==> src/rtl/instruction_fetch_unit.sv <==
// Fetch front end: owns the fetch PC, drives the instruction memory address and buffers
// {instruction, pc} pairs in a prefetch queue for decode. Option macro: IFU_MISALIGN_TRAP_EN.
module instruction_fetch_unit #(
  parameter int          QUEUE_DEPTH = 4,
  parameter logic [31:0] RESET_PC    = 32'h0000_0000
) (
  input  logic        Clk,
  input  logic        Reset,
  output logic [31:0] Address,
  input  logic [31:0] Instruction,
  input  logic        Redirect,
  input  logic [31:0] RedirectPC,
  output logic        OutValid,
  input  logic        OutReady,
  output logic [31:0] OutInstruction,
  output logic [31:0] OutPC,
  output logic [31:0] OutPCPlus4,
  output logic        Fault
);

  localparam int          AW         = $clog2(QUEUE_DEPTH);
  localparam logic [AW:0] FULL_COUNT = (AW+1)'(QUEUE_DEPTH);

  logic [31:0]   r_fpc;
  logic [31:0]   r_qInstr [QUEUE_DEPTH];
  logic [31:0]   r_qPc    [QUEUE_DEPTH];
  logic [AW-1:0] r_head;
  logic [AW-1:0] r_tail;
  logic [AW:0]   r_count;

  logic          w_redirect;
  logic          w_fetchEn;
  logic          w_push;
  logic          w_pop;
  logic [31:0]   w_target;

`ifdef IFU_MISALIGN_TRAP_EN
  logic          r_fault;
  logic          w_misaligned;

  // Once faulted the unit is frozen: redirects are ignored and nothing more is fetched.
  assign w_redirect   = Redirect && !r_fault;
  assign w_misaligned = (RedirectPC[1:0] != 2'b00);
  assign w_target     = RedirectPC;
  assign w_fetchEn    = !r_fault;
  assign Fault        = r_fault;

  always_ff @(posedge Clk or posedge Reset) begin
    if (Reset) begin
      r_fault <= 1'b0;
    end else if (w_redirect && w_misaligned) begin
      r_fault <= 1'b1;
    end
  end
`else
  assign w_redirect = Redirect;
  assign w_target   = RedirectPC & ~32'h3;
  assign w_fetchEn  = 1'b1;
  assign Fault      = 1'b0;
`endif

  assign Address  = r_fpc;
  assign OutValid = (r_count != '0);

  // Outputs come only from stored entries and read as zero while the queue is empty.
  assign OutInstruction = OutValid ? r_qInstr[r_head]        : '0;
  assign OutPC          = OutValid ? r_qPc[r_head]           : '0;
  assign OutPCPlus4     = OutValid ? r_qPc[r_head] + 32'd4   : '0;

  // A full queue never accepts a push, even when the head leaves in the same cycle.
  assign w_push = !w_redirect && (r_count != FULL_COUNT) && w_fetchEn;
  assign w_pop  = !w_redirect && OutValid && OutReady;

  always_ff @(posedge Clk or posedge Reset) begin
    if (Reset) begin
      r_fpc   <= RESET_PC;
      r_head  <= '0;
      r_tail  <= '0;
      r_count <= '0;
      for (int i = 0; i < QUEUE_DEPTH; i++) begin
        r_qInstr[i] <= '0;
        r_qPc[i]    <= '0;
      end
    end else if (w_redirect) begin
      r_fpc   <= w_target;
      r_head  <= '0;
      r_tail  <= '0;
      r_count <= '0;
    end else begin
      if (w_push) begin
        r_qInstr[r_tail] <= Instruction;
        r_qPc[r_tail]    <= r_fpc;
        r_tail           <= r_tail + AW'(1);
        r_fpc            <= r_fpc + 32'd4;
      end
      if (w_pop) begin
        r_head <= r_head + AW'(1);
      end
      if (w_push && !w_pop) begin
        r_count <= r_count + (AW+1)'(1);
      end else if (!w_push && w_pop) begin
        r_count <= r_count - (AW+1)'(1);
      end
    end
  end

endmodule

==> config.mk <==
export PLATFORM = sky130hd
export DESIGN_NAME = instruction_fetch_unit
export DESIGN_NICKNAME = d
export VERILOG_FILES = /design/src/rtl/instruction_fetch_unit.sv
export SDC_FILE = /design/constraint.sdc
export NUM_CORES = 1
export LEC_CHECK = 0
export BUFFER_PORTS_ARGS = -buffer_cell sky130_fd_sc_hd__buf_2
export CORE_ASPECT_RATIO = 0.9
export CORE_MARGIN = 2
export CORE_UTILIZATION = 40
export CTS_CLUSTER_DIAMETER = 120
export DETAILED_ROUTE_END_ITERATION = 6
export GPL_TIMING_DRIVEN = 1
export MAX_ROUTING_LAYER = met4
export PLACE_DENSITY = 0.57
export RECOVER_POWER = 100
export SYNTH_ARGS = -nofsm -noshare
export SYNTH_HDL_FRONTEND = slang
export SYNTH_SLANG_ARGS = --single-unit
==> constraint.sdc <==
create_clock -name Clk -period 21 [get_ports Clk]
set_input_delay 2.1 -clock Clk [delete_from_list [all_inputs] [get_ports Clk]]
set_output_delay 2.1 -clock Clk [all_outputs]
set_load 0.02 [all_outputs]
==> impl_results.md <==
* Status: finished, violations left
* Failing checks: capacitance limit, slew limit
* Clk root buf: clkbuf_16
* Post-DRT Antenna Nets at 0
* Post-synthesis sequential area ratio at 0.504
* Ports at 198
* WL/cell at 20.3 um
* Syn avg cell area at 13.2 um^2
* Ys Warns at 0
* Slew margin rel. at -2.49
* Critical Path Start Type: register
* Ratio of cells with drive above 1 in the final layout at 0.363
* Critical path data arrival time at 6.29 ns
* Core Area at approximately 0.035 mm^2
* Post-Route WL at 34,900 um
* Final worst slack at between 10 and 15 ns
* Post-synthesis mux area share at 0.308
* Fin cells at between 1,500 and 2,000
* HP Start: r_qPc[81]
* CTS tree: done
* Predominant post-synthesis flop cell: dfrtp_1
* Worst Hold Endpoint: r_qPc[81]
* Die ar. at 0.0369 mm^2
* F_max at 119 MHz
* Cts hold-fix bufs at 0
* Hold Violations, Final at 0
* Via-to-Cell Ratio at 5.31
* CP Class: reg2out
* Setup_tns at 0 ns
* Slack of the worst reg-to-reg path at roughly 16 ns
* Synth Instances at approximately 1,100
* Max Transition Viols Final at 601
* Vias in the first global route at 9,289
* Largest net degree at the start of global routing at approximately 170
* Rows at 65
* GRT Total Usage at 0.196
* Largest family of logic cells by synthesized area: multiplexers
* Post-synthesis compound-gate area fraction at 0.0216
* Post-synthesis adder-cell area fraction at 0.00672
* Sink Count at between 200 and 300
* Initial DRC Count at 411
* Synthesized flop and latch total at between 200 and 300
* Post-synth top cells: dfrtp_1 (285), mux2_2 (255), nor2b_1 (61), mux4_2 (58), nand2_1 (56)
* Synth Area in XOR/XNOR at 0.0254
* Reg2Reg Depth at 4
* Max-cap violations at 13
* Hold Crit Depth at 1
* Final net count at around 1,300
* WP data required at 18.90 ns
* DRC viols at 0
* Global-route wire length before repair at approximately 55,000 um
* Asr flop ratio synth at 1.00
* Vias at 9,116
* Worst-case hold slack at about 0.5 ns
* Setup violators final at 0
* Inserted Clock Buffers at 34
* Cell Area, Synth at 0.0141 mm^2
* Buffers added on ports at 188
* Yosys top cell by area: dfrtp_1
* Overall Power at about 2.7 mW
* Worst-Margin Slew at 5.20 ns
* Area share of the largest cell type after synthesis at 0.504
* RR Startpoint: r_head[0]
* Post-synth EDFFs at 0
* Power density cells at 163 mW/mm^2
* Post-cts resize count at 0
* Largest cells by area after synthesis: dfrtp_1 (50%), mux2_2 (20%), mux4_2 (9.2%), nor2b_1 (2.7%), xnor2_1 (1.8%)
* Die height at 182 um
* Placer congestion estimate at around 0.75
* Area growth, synth to finish at 15.6%
* Post-CTS setup repair buffer count at 0
* R2r endpoint: r_head[1]
* Peak supply drop at 0.0000778 V
* Clk_lat worst skew at 0.51 ns
* Reg clk slew, reported paths at 0.06 ns
* Critical path capture point type: primary output
* Final worst-path cycle share at 0.400
* Crit Path Max Fanout at 82
* Distinct cells, synth at 48
* Worst-case clock buffer depth at 3
* RSZ-0062 raised after global routing: false
* Dpl hpwl at 21,700 um
* # H-tree levels at 2
* Post-layout min period at 8.39 ns
* Post-synthesis simple-gate area fraction at 0.0990
* Leakage at 6.59 nW
* Grt ovf at 0
* Chip Width at 202 um
* Cell with the most instances after synthesis: dfrtp_1
* Antenna violations before repair at 2
* Pre-antenna DRT Iters at 4
* Pre-CTS setup slack at 15.57 ns
* Starting Density at 0.405
* Placed instance count at 1,653
* Fin Clk Skew at between 0.008 and 0.009 ns
* Hold/Removal Path Class: reg2reg
* # fillers at approximately 3,200
-- cells by family after synthesis --
| family | after synthesis |
|---|---|
| muxes | 324 |
| DFF | 285 |
| and+or+nand+nor | 254 |
| buffers and inverters | 103 |
| AOI/OAI and AO/OA | 54 |
| xor gates and xnor gates | 41 |
| adders and majority gates | 7 |
| other | 1 |
-- per-layer routing --
metal	vias to the layer above	wire length (um)	track usage
li1	4147	-	-
met1	4746	16000	0.266
met2	176	16300	0.300
met3	47	1860	0.0402
met4	0	709	0.0517
met5	-	0	-
-- how the worst max path moves through the flow --
stage / startpoint / end / slack, ns / cells past startpoint
final: r_count[0] / OutPCPlus4[28] / 12.61 / 5
after detailed placement: r_head[0] / OutPCPlus4[22] / 15.57 / 8
after CTS: r_head[0] / OutPCPlus4[22] / 15.02 / 8
after global routing: r_count[0] / OutPCPlus4[28] / 12.10 / 5
after floorplan: Reset / Address[10] / 11.04 / 1
after global placement: r_head[0] / OutPCPlus4[22] / 15.58 / 8
-- power by group --
| group | internal [mW] | switching, mW | total (mW) |
|---|---|---|---|
| combinational | 0.521 | 0.583 | 1.10 |
| sequential | 0.798 | 0.149 | 0.947 |
| clock | 0.381 | 0.231 | 0.612 |
-- worst max-delay path, cell delays in order, from the launching register on --
cell and delay (ns):
dfrtp_1 0.45, nor3_1 1.21, clkbuf_1 2.72, nor2b_1 0.51, mux2_1 0.61, clkbuf_1 0.20
-- registers in the layout, summed over array words and instances, names as in the netlist --
| signal | count |
|---|---|
| Address | 30 |
| r_qPc | 120 |
| r_qInstr | 128 |
| r_count | 3 |
| r_tail | 2 |
| r_head | 2 |
-- cell type report --
class	instances	area, um^2	area share
clock buffers	50	1040	0.0639
multi-input cells	687	6550	0.400
inverters	15	57.6	0.00352
flip-flops and latches	285	7130	0.436
clock inverters	11	130	0.00796
repair buffers	197	846	0.0517
diodes	3	7.51	0.000459
well taps	469	587	0.0359
-- through the flow --
stage / cell area (um^2) / util
6_report: 16400 / 0.468
4_1_cts: 16500 / 0.473
5_1_grt: 16300 / 0.467
3_5_place_dp: 15400 / 0.439
3_3_place_gp: 15400 / 0.439
2_1_floorplan: 14200 / -
-- placed cells by master (no fill, tap or decap), drive strengths merged, types with 19 or more instances in the layout --
master / instances
buf: 71
clkbuf: 176
dfrtp: 285
mux2: 259
mux4: 62
nand2: 57
nand3: 19
nor2: 34
nor2b: 61
o21ai: 34
xnor2: 29
Note: power is estimated with default switching activity, not from simulation.
